[src/rtl/div_arbiter_pkg.sv]
// Shared types for the Falco divider arbiter: operand width, divide op encoding,
// arbiter state encoding and the optional result-reuse entry.
package Falco_pkg;

  localparam int XLEN_WIDTH = 32;
  typedef logic [XLEN_WIDTH-1:0] xlen_data_t;

  localparam int NUM_DIV_REQ = 2;

  typedef enum logic [1:0] {
    DIV_OP_DIV  = 2'b00,
    DIV_OP_DIVU = 2'b01,
    DIV_OP_REM  = 2'b10,
    DIV_OP_REMU = 2'b11
  } div_op_e;

  typedef enum logic [1:0] {
    S_IDLE  = 2'b00,
    S_ISSUE = 2'b01,
    S_WAIT  = 2'b10,
    S_DRAIN = 2'b11
  } div_arb_state_e;

  typedef struct packed {
    xlen_data_t a;
    xlen_data_t b;
    div_op_e    op;
    xlen_data_t result;
    logic       valid;
  } div_reuse_entry_t;

endpackage

[src/rtl/div_arbiter_if.sv]
// Requester and divider handshake bundle for div_arbiter. The slave modport is
// the arbiter's view; master is the requesters plus the divider.
interface div_arbiter_if #(
  parameter int NUM_REQ = Falco_pkg::NUM_DIV_REQ
) ();
  import Falco_pkg::*;

  logic [NUM_REQ-1:0]            req_i;
  xlen_data_t [NUM_REQ-1:0]      a_i;
  xlen_data_t [NUM_REQ-1:0]      b_i;
  logic [NUM_REQ-1:0][1:0]       op_i;
  logic [NUM_REQ-1:0]            kill_i;
  logic [NUM_REQ-1:0]            grant_o;
  logic [NUM_REQ-1:0]            result_valid_o;
  xlen_data_t                    result_o;
  logic                          busy_o;
  logic                          div_req_o;
  logic                          div_kill_o;
  xlen_data_t                    div_a_o;
  xlen_data_t                    div_b_o;
  logic [1:0]                    div_op_o;
  logic                          div_stall_o;
  logic                          div_ready_i;
  logic                          div_result_valid_i;
  xlen_data_t                    div_result_i;

  modport slave (
    input  req_i, a_i, b_i, op_i, kill_i,
    input  div_ready_i, div_result_valid_i, div_result_i,
    output grant_o, result_valid_o, result_o, busy_o,
    output div_req_o, div_kill_o, div_a_o, div_b_o, div_op_o, div_stall_o
  );

  modport master (
    output req_i, a_i, b_i, op_i, kill_i,
    output div_ready_i, div_result_valid_i, div_result_i,
    input  grant_o, result_valid_o, result_o, busy_o,
    input  div_req_o, div_kill_o, div_a_o, div_b_o, div_op_o, div_stall_o
  );

endinterface

[src/rtl/div_arbiter_rr_arbiter.sv]
// N-way round-robin arbiter: combinational one-hot grant, priority pointer moves
// to the lane after the grantee whenever advance_i is high.
module rr_arbiter #(
  parameter int N = 2
) (
  input  logic         clk_i,
  input  logic         rst_i,
  input  logic [N-1:0] req_i,
  input  logic         advance_i,
  output logic [N-1:0] grant_o
);

  localparam int IdxW = (N > 1) ? $clog2(N) : 1;

  logic [IdxW-1:0] ptr_q, ptr_d;
  logic            found;

  // Indices never exceed 2N-1, so a single subtraction wraps them.
  function automatic int wrap(input int v);
    return (v >= N) ? v - N : v;
  endfunction

  always_comb begin
    grant_o = '0;
    ptr_d   = ptr_q;
    found   = 1'b0;
    for (int i = 0; i < N; i++) begin
      if (!found && req_i[IdxW'(wrap(int'(ptr_q) + i))]) begin
        found                                    = 1'b1;
        grant_o[IdxW'(wrap(int'(ptr_q) + i))]    = 1'b1;
        ptr_d                                    = IdxW'(wrap(int'(ptr_q) + i + 1));
      end
    end
  end

  always_ff @(posedge clk_i) begin
    if (rst_i) begin
      ptr_q <= '0;
    end else if (advance_i && found) begin
      ptr_q <= ptr_d;
    end
  end

endmodule

[src/rtl/div_arbiter.sv]
// Shares one multi-cycle divider between NUM_REQ requesters: round-robin grant,
// kill forwarding with drain, per-owner result pulse. Optional DIV_ARB_REUSE_EN.
module div_arbiter
  import Falco_pkg::*;
#(
  parameter int NUM_REQ = NUM_DIV_REQ
) (
  input logic           clk_i,
  input logic           rst_i,
  div_arbiter_if.slave  bus
);

  div_arb_state_e       state_q;
  logic [NUM_REQ-1:0]   owner_q;
  logic [NUM_REQ-1:0]   result_valid_q;
  xlen_data_t           result_q;
  logic                 div_req_q;
  logic                 div_kill_q;
  xlen_data_t           div_a_q;
  xlen_data_t           div_b_q;
  div_op_e              div_op_q;
  logic                 kill_pend_q;
  logic                 drain_first_q;

  logic [NUM_REQ-1:0]   eligible;
  logic [NUM_REQ-1:0]   rr_gnt;
  logic                 advance;
  logic                 kill_now;
  xlen_data_t           sel_a;
  xlen_data_t           sel_b;
  logic [1:0]           sel_op;
  logic                 reuse_hit;
  xlen_data_t           reuse_result;

  assign eligible = bus.req_i & ~bus.kill_i;
  assign advance  = !rst_i && (state_q == S_IDLE) && bus.div_ready_i && (|eligible);
  assign kill_now = kill_pend_q || (|(bus.kill_i & owner_q));

  rr_arbiter #(.N(NUM_REQ)) u_rr (
    .clk_i     (clk_i),
    .rst_i     (rst_i),
    .req_i     (eligible),
    .advance_i (advance),
    .grant_o   (rr_gnt)
  );

  always_comb begin
    sel_a  = '0;
    sel_b  = '0;
    sel_op = '0;
    for (int k = 0; k < NUM_REQ; k++) begin
      if (rr_gnt[k]) begin
        sel_a  = bus.a_i[k];
        sel_b  = bus.b_i[k];
        sel_op = bus.op_i[k];
      end
    end
  end

`ifdef DIV_ARB_REUSE_EN
  div_reuse_entry_t entry_q;
  logic             deliver;

  assign deliver      = (state_q == S_WAIT) && !kill_now && bus.div_result_valid_i;
  assign reuse_hit    = entry_q.valid && (entry_q.a == sel_a) && (entry_q.b == sel_b)
                        && (entry_q.op == div_op_e'(sel_op));
  assign reuse_result = entry_q.result;

  // Only the valid bit needs reset; the payload is ignored while invalid.
  always_ff @(posedge clk_i) begin
    if (rst_i) begin
      entry_q.valid <= 1'b0;
    end else if (deliver) begin
      entry_q <= '{a: div_a_q, b: div_b_q, op: div_op_q,
                   result: bus.div_result_i, valid: 1'b1};
    end
  end
`else
  assign reuse_hit    = 1'b0;
  assign reuse_result = '0;
`endif

  always_ff @(posedge clk_i) begin
    if (rst_i) begin
      state_q        <= S_IDLE;
      owner_q        <= '0;
      result_valid_q <= '0;
      result_q       <= '0;
      div_req_q      <= 1'b0;
      div_kill_q     <= 1'b0;
      div_a_q        <= '0;
      div_b_q        <= '0;
      div_op_q       <= DIV_OP_DIV;
      kill_pend_q    <= 1'b0;
      drain_first_q  <= 1'b0;
    end else begin
      result_valid_q <= '0;
      div_kill_q     <= 1'b0;
      unique case (state_q)
        S_IDLE: begin
          if (advance) begin
            owner_q <= rr_gnt;
            if (reuse_hit) begin
              result_q       <= reuse_result;
              result_valid_q <= rr_gnt;
            end else begin
              div_a_q     <= sel_a;
              div_b_q     <= sel_b;
              div_op_q    <= div_op_e'(sel_op);
              div_req_q   <= 1'b1;
              kill_pend_q <= 1'b0;
              state_q     <= S_ISSUE;
            end
          end
        end
        S_ISSUE: begin
          // The request is already on its way; a kill here is honoured next cycle.
          div_req_q   <= 1'b0;
          kill_pend_q <= |(bus.kill_i & owner_q);
          state_q     <= S_WAIT;
        end
        S_WAIT: begin
          if (kill_now) begin
            div_kill_q    <= 1'b1;
            kill_pend_q   <= 1'b0;
            drain_first_q <= 1'b1;
            state_q       <= S_DRAIN;
          end else if (bus.div_result_valid_i) begin
            result_q       <= bus.div_result_i;
            result_valid_q <= owner_q;
            state_q        <= S_IDLE;
          end
        end
        S_DRAIN: begin
          // The first cycle's ready is stale: the divider has not yet seen the kill.
          drain_first_q <= 1'b0;
          if (!drain_first_q && bus.div_ready_i && !bus.div_result_valid_i) begin
            state_q <= S_IDLE;
          end
        end
        default: state_q <= S_IDLE;
      endcase
    end
  end

  assign bus.grant_o        = advance ? rr_gnt : '0;
  assign bus.result_valid_o = result_valid_q;
  assign bus.result_o       = result_q;
  assign bus.busy_o         = (state_q != S_IDLE);
  assign bus.div_req_o      = div_req_q;
  assign bus.div_kill_o     = div_kill_q;
  assign bus.div_a_o        = div_a_q;
  assign bus.div_b_o        = div_b_q;
  assign bus.div_op_o       = div_op_q;
  assign bus.div_stall_o    = 1'b0;

endmodule

[src/flat_wrapper.sv]
// flat-port wrapper written by rule: the top's interface ports become plain ports
module div_arbiter_flat import Falco_pkg::*;
#(
  parameter int NUM_REQ = NUM_DIV_REQ
)
  (clk_i, rst_i, bus_req_i, bus_a_i, bus_b_i, bus_op_i, bus_kill_i, bus_div_ready_i, bus_div_result_valid_i, bus_div_result_i, bus_grant_o, bus_result_valid_o, bus_result_o, bus_busy_o, bus_div_req_o, bus_div_kill_o, bus_div_a_o, bus_div_b_o, bus_div_op_o, bus_div_stall_o);
  div_arbiter_if #(.NUM_REQ(NUM_REQ)) bus_i ();
  input logic clk_i;
  input logic rst_i;
  input wire logic [$bits(bus_i.req_i)-1:0] bus_req_i;
  input wire logic [$bits(bus_i.a_i)-1:0] bus_a_i;
  input wire logic [$bits(bus_i.b_i)-1:0] bus_b_i;
  input wire logic [$bits(bus_i.op_i)-1:0] bus_op_i;
  input wire logic [$bits(bus_i.kill_i)-1:0] bus_kill_i;
  input wire logic [$bits(bus_i.div_ready_i)-1:0] bus_div_ready_i;
  input wire logic [$bits(bus_i.div_result_valid_i)-1:0] bus_div_result_valid_i;
  input wire logic [$bits(bus_i.div_result_i)-1:0] bus_div_result_i;
  output wire logic [$bits(bus_i.grant_o)-1:0] bus_grant_o;
  output wire logic [$bits(bus_i.result_valid_o)-1:0] bus_result_valid_o;
  output wire logic [$bits(bus_i.result_o)-1:0] bus_result_o;
  output wire logic [$bits(bus_i.busy_o)-1:0] bus_busy_o;
  output wire logic [$bits(bus_i.div_req_o)-1:0] bus_div_req_o;
  output wire logic [$bits(bus_i.div_kill_o)-1:0] bus_div_kill_o;
  output wire logic [$bits(bus_i.div_a_o)-1:0] bus_div_a_o;
  output wire logic [$bits(bus_i.div_b_o)-1:0] bus_div_b_o;
  output wire logic [$bits(bus_i.div_op_o)-1:0] bus_div_op_o;
  output wire logic [$bits(bus_i.div_stall_o)-1:0] bus_div_stall_o;
  assign bus_i.req_i = bus_req_i;
  assign bus_i.a_i = bus_a_i;
  assign bus_i.b_i = bus_b_i;
  assign bus_i.op_i = bus_op_i;
  assign bus_i.kill_i = bus_kill_i;
  assign bus_i.div_ready_i = bus_div_ready_i;
  assign bus_i.div_result_valid_i = bus_div_result_valid_i;
  assign bus_i.div_result_i = bus_div_result_i;
  assign bus_grant_o = bus_i.grant_o;
  assign bus_result_valid_o = bus_i.result_valid_o;
  assign bus_result_o = bus_i.result_o;
  assign bus_busy_o = bus_i.busy_o;
  assign bus_div_req_o = bus_i.div_req_o;
  assign bus_div_kill_o = bus_i.div_kill_o;
  assign bus_div_a_o = bus_i.div_a_o;
  assign bus_div_b_o = bus_i.div_b_o;
  assign bus_div_op_o = bus_i.div_op_o;
  assign bus_div_stall_o = bus_i.div_stall_o;
  div_arbiter #(.NUM_REQ(NUM_REQ)) u_core (.clk_i(clk_i), .rst_i(rst_i), .bus(bus_i));
endmodule
[config.mk]
export PLATFORM = sky130hd
export DESIGN_NAME = div_arbiter_flat
export DESIGN_NICKNAME = d
export VERILOG_FILES = /design/src/rtl/div_arbiter_pkg.sv /design/src/rtl/div_arbiter_if.sv /design/src/rtl/div_arbiter_rr_arbiter.sv /design/src/rtl/div_arbiter.sv /design/src/flat_wrapper.sv
export SDC_FILE = /design/constraint.sdc
export NUM_CORES = 1
export LEC_CHECK = 0
export CORE_UTILIZATION = 34
export DETAILED_ROUTE_END_ITERATION = 10
export GPL_ROUTABILITY_DRIVEN = 0
export HOLD_SLACK_MARGIN = 0.08
export PLACE_DENSITY = 0.81
export SLEW_MARGIN = 20
export SYNTH_ARGS = -nofsm -noshare
export SYNTH_HDL_FRONTEND = slang
export SYNTH_SLANG_ARGS = --single-unit
[constraint.sdc]
create_clock -name clk_i -period 1.92 [get_ports clk_i]
set_input_delay 0.48 -clock clk_i [delete_from_list [all_inputs] [get_ports clk_i]]
set_output_delay 0.48 -clock clk_i [all_outputs]
set_load 0.02 [all_outputs]
==> summary.txt, run 1 <==
Detailed routing
  • Vias/cell: 4.88
  • Final wirelength: 11100 µm
  • Via count: around 3800
  • Initial DRC Count: about 240
  • Residual DRC: 0
  • Wirelength per Cell: 14.3 µm
  • Drt pass-1 iters: 4
  • Detail Route Antenna Nets: 0

Timing
  • Finish-stage setup viols: 1
  • Worst slew margin: 62.0%
  • Final hold viol count: 0
  • Fmax: 520 MHz
  • WHS: 463 ps
  • Post-Route Skew: 15.3 ps
  • Worst Setup Slack, final: -4.44 ps
  • Period utilization: 100%
  • RSZ-0062 raised after global routing: yes
  • Setup TNS Final: -4.44 ps
  • Actual slew at the worst max-slew pin: 570 ps
  • Period minus WS final: 1920 ps
  • Slew Limit Fails: 0

Worst setup path
  • WS Path Type: reg2out
  • Max incr delay on CP: 340 ps
  • Worst R2R Start: u_core.state_q[1]$_SDFFE_PP0P_
  • Req. time, crit path: 1440 ps
  • Capturing point of the worst reg2reg path: u_core.bus.div_b_o[5]$_SDFFE_PP0P_
  • Worst setup EP type: output port
  • Slowest CP cell: dfxtp_2
  • Worst setup startpoint: u_core.state_q[1]$_SDFFE_PP0P_
  • Critical path startpoint category: flop
  • Worst EP arrival: 1440 ps
  • Crit path max fanout: 3
  • Reg2reg path depth: 9
  • Crit. path cell count: 5
  • CP Cell Sequence: inv_2 > ha_4 > nand4b_1 > nor3_4 > buf_6
  • Worst path top cell family by delay: simple AND/OR/NAND/NOR gates
  • Reg2Reg Setup Slack: 200 ps
  • Setup crit end: bus_grant_o[0]
  • CP bufs+invs: 2

Pwr
  • PD cells: 785 nW/µm²
  • Clock share of power: about a quarter
  • Switching Fraction: 28.9%
  • Comb power frac: 26.5%
  • Total chip power: 4.99 mW
  • Internal cell power: 3.54 mW
  • Register share of total power: between 40% and 50%
  • Switching Power: 1.44 mW
  • Leak: roughly 2.3 nW
  • Worst vdd ir: 0.000393 V

Clocking
  • Skew-Pair Late Insertion Delay: about 360 ps
  • Inserted Clock Buffers: 9
  • Clock Path Buffers: 2
  • Reg clk slew, reported paths: around 100 ps
  • Clock Sinks: approximately 110
  • CTS tree: built
  • H-tree levels: 3
  • CTS Root Cell: clkbuf_8

Hold path
  • WHS Path Cells: 2
  • HP Class: reg2reg

Global routing
  • Global-route wire length before repair: 17200 µm
  • Largest net degree at the start of global routing: 61
  • Initial antenna violation count: 0
  • Overall Global Routing Usage: 18.7%
  • Vias in the first global route: 3737
  • GR Overflow Total: 0

Synth
  • Post-Syn Area: 3800 µm²
  • Most frequent cell after synthesis: dfxtp_1
  • Post-synth EDFFs: 0
  • Cell taking the most area after synthesis: dfxtp_1
  • Cells after Synth: 418
  • Synth top cells by count: dfxtp_1, nor2_1, a22oi_1, nand2_1, a21oi_1
  • Register area share after synthesis: 56.4%
  • Synth top area share: between 50% and 60%
  • Yosys warnings: 0
  • Async S/R FF share, synth: 0%
  • Mean Syn Cell Area: 9.08 µm²
  • Synth Register Bits: 107
  • Distinct cells, synth: 34
  • Area contributors post-synth: dfxtp_1, a22oi_1, nor2_1
  • Synth Flop Type: dfxtp_1

Final layout
  • N_diodes: 0
  • # fillers: 915
  • Layout Utilization: 58.6%
  • Net count, final: 804
  • Layout cells sized above 1: 8.39%
  • Footprint of the multi-input gates: 1500 µm²
  • FF/Latch Area: 2140 µm²
  • Synthesis-to-finish area growth: 67.5%

Floorplan
  • Core box area: approximately 11000 µm²
  • Starting Density: 35.0%
  • Io pins: between 200 and 300
  • Chip width: 108 µm
  • Die area: 11600 µm²
  • Die H: 108 µm
  • Row count: 38

Run
  • Max Cap Viol: 0

Status
  • Status: finished, violations left
  • Failing checks: negative setup slack

Placed design
  • Post-DP HPWL: 7920 µm
  • Input/output buffers: 208
  • Pre-CTS setup slack: -239 ps
## worst min path at each step
stage | startpoint | to | slack [ps]
global route | rst_i | u_core.state_q[1]$_SDFFE_PP0P_ | 460
finish | u_core.bus.result_o[16]$_SDFFE_PP0P_ | u_core.bus.result_o[16]$_SDFFE_PP0P_ | 460
detailed placement | u_core.bus.result_o[27]$_SDFFE_PP0P_ | u_core.bus.result_o[27]$_SDFFE_PP0P_ | 450
global placement | u_core.bus.result_o[7]$_SDFFE_PP0P_ | u_core.bus.result_o[7]$_SDFFE_PP0P_ | 440
floorplan | u_core.kill_pend_q$_SDFFE_PP0P_ | u_core.kill_pend_q$_SDFFE_PP0P_ | 450
CTS | rst_i | u_core.state_q[1]$_SDFFE_PP0P_ | 450
## logic make-up after synthesis
logic type / after synthesis / synth area share, %
buf+inv: 43 / 5.14
compound gates: 114 / 21.1
xor+xnor: 1 / 0.231
simple gates: 147 / 15.4
fa+ha+maj: 5 / 1.65
flops: 107 / 56.4
other cells: 1 / 0.0988
## sequential cells by signal, indices dropped and copies added, names as in the netlist, 2 cells and up
signal	cells
u_core.bus.result_o	32
u_core.state_q	2
u_core.bus.div_b_o	32
u_core.bus.div_op_o	2
u_core.bus.div_a_o	32
## per-layer routing
metal / track usage [%] / up-vias / part of all wire, %
met5: 0 / - / 0
met1: 20.0 / 1758 / 39
met2: 33.9 / 150 / 51
met4: 7.73 / 0 / 2.1
met3: 5.75 / 22 / 7.7
li1: - / 1838 / -
## worst reg2reg max path, cell delays in order, from the launching register on
cell and delay (ps):
dfxtp_2 340, inv_2 70, ha_4 140, nand4b_1 180, nor3_4 200, buf_4 150
buf_4 160, buf_12 180, a22oi_1 120, nor2_1 110
## final cells by class
| type | instances | share of cell area, % |
|---|---|---|
| clock inverters | 5 | 0.610 |
| well taps | 140 | 2.76 |
| flip-flops and latches | 107 | 33.7 |
| multi-input cells | 270 | 23.5 |
| inverters | 7 | 0.413 |
| clock buffers | 11 | 2.22 |
| repair buffers | 232 | 36.7 |
## cells in the final DEF, fill, tap and decap left out, types with 2 or more instances in the layout
master / count
a21oi_1: 33
a22oi_1: 66
a31o_2: 2
and3_1: 2
buf_12: 6
buf_4: 19
clkbuf_8: 10
clkdlybuf4s50_1: 202
clkinv_4: 3
conb_1: 3
dfxtp_1: 105
dfxtp_2: 2
dlygate4sd2_1: 3
ha_1: 4
inv_1: 4
inv_2: 3
nand2_1: 66
nand3_1: 3
nor2_1: 70
nor2b_1: 2
o211a_1: 2
## timing repair
action | 4_1_cts | 5_1_grt
hold buffers | 0 | 0
pin swaps | 3 | 3
hold endpoints to repair | 0 | 0
endpoints found under the setup margin | 2 | 24
gates resized for setup | 11 | 1
setup buffers | 5 | 1
## through the flow
stage	std cells	area, µm²
2_1_floorplan	420	3800
3_3_place_gp	751	6120
3_5_place_dp	751	6120
4_1_cts	772	6360
5_1_grt	772	6360
6_report	772	6360
## power groups by stage
stage                     combinational (mW)  clock [mW]  sequential, mW
final                                   1.32        1.26            2.41
after CTS                               1.35        1.31            2.41
after floorplan                        0.476           0            2.57
after detailed placement                1.27           0            2.45
after global placement                  1.23           0            2.45
after global routing                    1.43        1.41            2.42
Power figures use the tool's default switching activity.
==> run 2: changes to the inputs <==
==> constraint.sdc (replaced) <==
create_clock -name clk_i -period 1.9 [get_ports clk_i]
set_input_delay 0.475 -clock clk_i [delete_from_list [all_inputs] [get_ports clk_i]]
set_output_delay 0.475 -clock clk_i [all_outputs]
set_load 0.02 [all_outputs]
==> run 2 against run 1 <==
The run still ends with negative setup slack left; combinational power is essentially flat; wire length grew 0.52%; design area shrank 0.71%; first-iteration DRC count shrank 10%; utilization shrank 0.42 points; register-to-register slack lost 100 ps; global-route usage grew 0.48 points; largest cell class unchanged.
==> summary.txt, run 2 (synthesized netlist as in run 1, its figures left out) <==
Status
  • Status: finished, violations left (unchanged)
  • Failing checks: negative setup slack (unchanged)

Final layout
  • Post-route insts no fill: 768 (was 772)
  • Most frequent cells in the layout: clkdlybuf4s50_1, dfxtp_1, nor2_1 (unchanged)
  • Synthesis-to-finish area growth: 66.3% (was 67.5%)
  • Layout cells sized above 1: 7.96% (was 8.39%)
  • Net count, final: 800 (was 804)
  • Commonest non-fill, non-tap cell in the layout: clkdlybuf4s50_1 (unchanged)
  • # fillers: 969 (was 915)
  • Final Instance Area: 6310 µm² (was 6360 µm²)
  • N_diodes: 0 (unchanged)
  • Layout Utilization: 58.2% (was 58.6%)

Floorplan
  • Die area: 11600 µm² (unchanged)
  • Die H: 108 µm (unchanged)
  • Chip width: 108 µm (unchanged)
  • Io pins: 278 (unchanged)
  • Starting Density: 35.0% (unchanged)
  • Row count: 38 (unchanged)
  • Core box area: 10800 µm² (unchanged)

Detailed routing
  • Drt pass-1 iters: 4 (unchanged)
  • Wirelength per Cell: 14.5 µm (was 14.3 µm)
  • Vias/cell: 4.93 (was 4.88)
  • Initial DRC Count: 213 (was 237)
  • Detail Route Antenna Nets: 0 (unchanged)
  • Via count: 3789 (was 3768)
  • Final wirelength: 11100 µm (about the same)
  • Residual DRC: 0 (unchanged)

Worst setup path
  • Reg2Reg Setup Slack: 100 ps (was 200 ps)
  • Worst R2R Start: u_core.state_q[1]$_SDFFE_PP0P_ (unchanged)
  • Slowest CP cell: dfxtp_2 (unchanged)
  • WS Path Type: reg2out (unchanged)
  • Capturing point of the worst reg2reg path: u_core.bus.div_b_o[6]$_SDFFE_PP0P_ (was u_core.bus.div_b_o[5]$_SDFFE_PP0P_)
  • Max incr delay on CP: 340 ps (about the same)
  • CP Cell Sequence: inv_2 > ha_4 > nand4b_1 > nor3_4 > buf_6 (unchanged)
  • Reg2reg path depth: 9 (unchanged)
  • Req. time, crit path: 1420 ps (was 1440 ps)
  • Worst setup startpoint: u_core.state_q[1]$_SDFFE_PP0P_ (unchanged)
  • Worst setup EP type: output port (unchanged)
  • Crit path max fanout: 2 (was 3)
  • Worst EP arrival: 1450 ps (was 1440 ps)
  • Critical path startpoint category: flop (unchanged)

Hold path
  • Endpoint, Worst Hold: u_core.state_q[1]$_SDFFE_PP0P_ (was u_core.bus.result_o[16]$_SDFFE_PP0P_)
  • Min-delay src: rst_i (was u_core.bus.result_o[16]$_SDFFE_PP0P_)
  • HP Class: in2reg (was reg2reg)
  • WHS Path Cells: 3 (was 2)

Timing
  • Worst slew margin: 63.1% (was 62.0%)
  • Setup TNS Final: -28.6 ps (was -4.44 ps)
  • Fmax: about 520 MHz
  • RSZ-0062 raised after global routing: yes (unchanged)
  • Worst Setup Slack, final: -28.6 ps (was -4.44 ps)
  • Finish-stage setup viols: 1 (unchanged)
  • Final hold viol count: 0 (unchanged)
  • WHS: 451 ps (was 463 ps)
  • Period utilization: 102%
  • Slew Limit Fails: 0 (unchanged)
  • Post-Route Skew: 12.3 ps (was 15.3 ps)
  • Actual slew at the worst max-slew pin: 553 ps (was 570 ps)
  • Period minus WS final: 1930 ps

Clocking
  • CTS Root Cell: clkbuf_8 (unchanged)
  • Inserted Clock Buffers: 9 (unchanged)
  • Clock Path Buffers: 2 (unchanged)
  • Clock Sinks: 107 (unchanged)
  • H-tree levels: 3 (unchanged)
  • CTS tree: built (unchanged)
  • CTS Hold Bufs: 0 (unchanged)
  • Reg clk slew, reported paths: 100 ps (about the same)
  • Skew-Pair Late Insertion Delay: 370 ps (was 360 ps)

Global routing
  • Vias in the first global route: 3887 (was 3737)
  • Overall Global Routing Usage: 19.2% (was 18.7%)
  • Global-route wire length before repair: 17500 µm (was 17200 µm)
  • GR Overflow Total: 0 (unchanged)
  • Initial antenna violation count: 0 (unchanged)
  • Largest net degree at the start of global routing: 68 (was 61)

Placed design
  • Input/output buffers: 208 (unchanged)
  • Cells after DPL: 746 (was 751)
  • DP Area: 6060 µm² (was 6120 µm²)
  • Post-DP HPWL: 7820 µm (was 7920 µm)

Pwr
  • Leak: 2.31 nW (was 2.30 nW)
  • PD cells: 814 nW/µm² (was 785 nW/µm²)
  • Worst vdd ir: 0.000386 V (was 0.000393 V)

Run
  • Max Cap Viol: 0 (unchanged)
run 2: cell count changes in the layout (fill, tap and decap cells not counted), sizes merged:
cell and delta:
clkbuf -1, clkinv -1, buf -3, inv +1, bufinv +1, clkdlybuf4s50 -2, dlymetal6s2s +1
run 2: layout make-up:
type / instances / area, µm² / share of cell area (%)
Clock buffer: 10 / 128 / 2.02
Clock inverter: 6 / 65.1 / 1.03
Inverter: 7 / 26.3 / 0.416
Multi-Input combinational cell: 270 / 1500 / 23.7
Sequential cell: 107 / 2140 / 34.0
Tap cell: 140 / 175 / 2.78
Timing Repair Buffer: 228 / 2280 / 36.1
run 2: worst max-delay path, delay by kind of cell (launching register included):
| family | cells | cell delay (ps) |
|---|---|---|
| adders and majority gates | 1 | 140 |
| buffers and inverters | 2 | 220 |
| DFF | 1 | 340 |
| and+or+nand+nor | 2 | 380 |
run 2: worst max path at each step:
| stage | depth (start not counted) | slack, ps | to |
|---|---|---|---|
| final | 5 | -30 | bus_grant_o[0] |
| after CTS | 5 | -120 | bus_grant_o[0] |
| after floorplan | 5 | 170 | bus_grant_o[0] |
| after detailed placement | 6 | -230 | u_core.bus.div_b_o[6]$_SDFFE_PP0P_ |
| after global placement | 4 | -230 | bus_grant_o[0] |
| after global routing | 5 | -100 | bus_grant_o[0] |
run 2: where the power goes:
group / leakage, nW / switching, mW / internal, mW
logic: 1.35 / 0.639 / 0.673
registers: 0.865 / 0.0681 / 2.37
clock network: 0.0966 / 0.781 / 0.613
run 2: per-stage QoR:
stage | power [mW] | setup slack [ps]
floorplan | 3.08 | 171
global placement | 3.69 | -228
detailed placement | 3.73 | -229
CTS | 5.19 | -120
global route | 5.40 | -97.9
finish | 5.14 | -28.6
run 2: timing repair:
item | in CTS | in global routing
endpoints found under the setup margin | 2 | 4
gates cloned | 0 | 0
setup buffers | 4 | 2
hold endpoints to repair | 0 | 0
resized for setup | 12 | 4
pin swaps | 3 | 2
run 2: per-layer routing:
| metal | GRT usage (%) | vias up | part of all wire (%) |
|---|---|---|---|
| met3 | 5.81 | 27 | 8.6 |
| met4 | 11.3 | 0 | 3.5 |
| met5 | 0 | - | 0 |
| li1 | - | 1830 | - |
| met2 | 34.1 | 159 | 50 |
| met1 | 19.9 | 1773 | 38 |
==> run 3: changes to the inputs <==
--- a/config.mk
+++ b/config.mk
@@ -8,8 +8,7 @@
 export CORE_UTILIZATION = 34
 export DETAILED_ROUTE_END_ITERATION = 10
 export GPL_ROUTABILITY_DRIVEN = 0
-export HOLD_SLACK_MARGIN = 0.08
-export PLACE_DENSITY = 0.81
+export PLACE_DENSITY = 0.78
 export SLEW_MARGIN = 20
 export SYNTH_ARGS = -nofsm -noshare
 export SYNTH_HDL_FRONTEND = slang
==> run 3 against run 2 <==
Largest cell class unchanged; the flow still finishes with violations (negative setup slack); clock power fell by 9%; setup slack lost 44 ps; cell count is 0.39% higher; worst hold slack got worse by 120 ps; non-clock buffer count increased by 4.
==> summary.txt, run 3 (synthesized netlist as in run 1, its figures left out) <==
Timing
  • RSZ-0062 raised after global routing: yes (unchanged)
  • Worst slew margin: 61.0% (was 63.1%)
  • Actual slew at the worst max-slew pin: 585 ps (was 553 ps)
  • Period minus WS final: 1970 ps (was 1930 ps)
  • Period utilization: 104% (was 102%)
  • Final hold viol count: 0 (unchanged)
  • Worst Setup Slack, final: -72.1 ps (was -28.6 ps)
  • Slew Limit Fails: 0 (unchanged)
  • Post-Route Skew: 7.65 ps (was 12.3 ps)
  • Finish-stage setup viols: 1 (unchanged)
  • Fmax: 507 MHz (was 519 MHz)

Floorplan
  • Die H: 108 µm (unchanged)
  • Core box area: 10800 µm² (unchanged)
  • Chip width: 108 µm (unchanged)
  • Die area: 11600 µm² (unchanged)
  • Starting Density: 35.0% (unchanged)
  • Row count: 38 (unchanged)
  • Io pins: 278 (unchanged)

Detailed routing
  • Initial DRC Count: 217 (was 213)
  • Final wirelength: 11300 µm (was 11100 µm)
  • Drt pass-1 iters: 4 (unchanged)
  • Wirelength per Cell: 14.7 µm (was 14.5 µm)
  • Residual DRC: 0 (unchanged)
  • Vias/cell: 4.95 (was 4.93)
  • Via count: 3816 (was 3789)
  • Detail Route Antenna Nets: 0 (unchanged)

Worst setup path
  • Crit path max fanout: 3 (was 2)
  • Critical path startpoint category: flop (unchanged)
  • WS Path Type: reg2out (unchanged)
  • Req. time, crit path: 1420 ps (about the same)
  • Worst setup EP type: output port (unchanged)
  • Worst setup startpoint: u_core.state_q[1]$_SDFFE_PP0P_ (unchanged)
  • Worst R2R Start: u_core.state_q[1]$_SDFFE_PP0P_ (unchanged)
  • Worst EP arrival: 1500 ps (was 1450 ps)

Clocking
  • Skew-Pair Late Insertion Delay: 380 ps (was 370 ps)
  • H-tree levels: 3 (unchanged)
  • Clock Path Buffers: 2 (unchanged)
  • Clock Sinks: 107 (unchanged)
  • Reg clk slew, reported paths: 90 ps (was 100 ps)
  • CTS Root Cell: clkbuf_8 (unchanged)
  • Inserted Clock Buffers: 9 (unchanged)
  • CTS tree: built (unchanged)

Global routing
  • GR Overflow Total: 0 (unchanged)
  • Global-route wire length before repair: 17500 µm (about the same)
  • Overall Global Routing Usage: 19.3% (was 19.2%)
  • Vias in the first global route: 3659 (was 3887)
  • Largest net degree at the start of global routing: 58 (was 68)
  • Initial antenna violation count: 0 (unchanged)

Hold path
  • HP Class: in2reg (unchanged)
  • Min-delay src: rst_i (unchanged)

Run
  • Max Cap Viol: 0 (unchanged)

Final layout
  • Layout cells sized above 1: 8.24% (was 7.96%)
  • Commonest non-fill, non-tap cell in the layout: clkdlybuf4s50_1 (unchanged)
  • Most frequent cells in the layout: clkdlybuf4s50_1, dfxtp_1, nor2_1 (unchanged)
  • Layout Utilization: 58.3% (was 58.2%)
  • Final Instance Area: 6320 µm² (was 6310 µm²)
  • # fillers: 932 (was 969)
  • N_diodes: 0 (unchanged)
  • Synthesis-to-finish area growth: 66.4% (was 66.3%)
  • Net count, final: 804 (was 800)

Pwr
  • PD cells: 802 nW/µm² (was 814 nW/µm²)
  • Comb power frac: 26.8% (was 25.5%)
  • Clock share of power: 25.2% (was 27.1%)
  • Worst vdd ir: 0.000384 V (was 0.000386 V)
  • Switching Fraction: 29.5% (was 29.0%)
  • Leak: 2.28 nW (was 2.31 nW)
  • Switching Power: 1.50 mW (was 1.49 mW)
  • Total chip power: 5.07 mW (was 5.14 mW)
  • Register share of total power: 48.0% (was 47.4%)
  • Internal cell power: 3.57 mW (was 3.65 mW)

Placed design
  • DP Area: 6080 µm² (was 6060 µm²)
  • Post-DP HPWL: 7960 µm (was 7820 µm)
  • Input/output buffers: 208 (unchanged)

Status
  • Failing checks: negative setup slack (unchanged)
  • Status: finished, violations left (unchanged)
==> run 3: through the flow <==
step	std cells	TNS (ps)	hold WS [ps]	setup WS (ps)
after floorplan	420	0	455	171
after global placement	749	-10900	442	-208
after detailed placement	749	-15910	449	-240
after CTS	768	-148	312	-148
after global routing	771	-167	318	-167
final	771	-72.1	332	-72.1
==> run 3: worst paths after layout <==
check	end	slack, ps	depth (start not counted)
min reg2reg	u_core.bus.result_o[7]$_SDFFE_PP0P_	460	2
max	bus_grant_o[0]	-70	5
max reg2reg	u_core.bus.div_a_o[31]$_SDFFE_PP0P_	180	8
min	u_core.state_q[0]$_SDFFE_PP0P_	330	2
==> run 3: cell type report <==
class                      count  area (µm²)  area share (%)
clock inverter                 4        27.5           0.436
timing repair buffer         232        2310            36.5
multi-input combinational    270        1500            23.7
tap                          140         175            2.77
clock buffer                  11         141            2.24
inverter                       7        26.3           0.416
sequential                   107        2140            33.9
==> run 3: worst max-delay path: stages, from the launching register on <==
cell	delay, ps
dfxtp_2	340
inv_2	80
ha_4	150
nand4b_1	170
nor3_4	230
buf_6	160
==> run 3: power by group through the flow <==
stage | registers [mW] | logic, mW | clock network [mW]
after global placement | 2.47 | 1.22 | 0
final | 2.43 | 1.36 | 1.27
after floorplan | 2.60 | 0.481 | 0
after global routing | 2.45 | 1.45 | 1.42
after CTS | 2.43 | 1.31 | 1.31
after detailed placement | 2.48 | 1.26 | 0
==> run 3: what timing repair did <==
action	4_1_cts	5_1_grt
setup endpoints to repair	2	35
setup buffers	4	3
hold buffers	0	0
resized for setup	10	1
pin swaps	2	2
==> run 3: per-layer routing <==
layer,global-route usage [%],wire length (µm),vias up
li1,-,-,1843
met1,21.4,4470,1781
met2,32.9,5640,168
met3,6.78,919,24
met4,9.00,274,0
met5,0,0,-
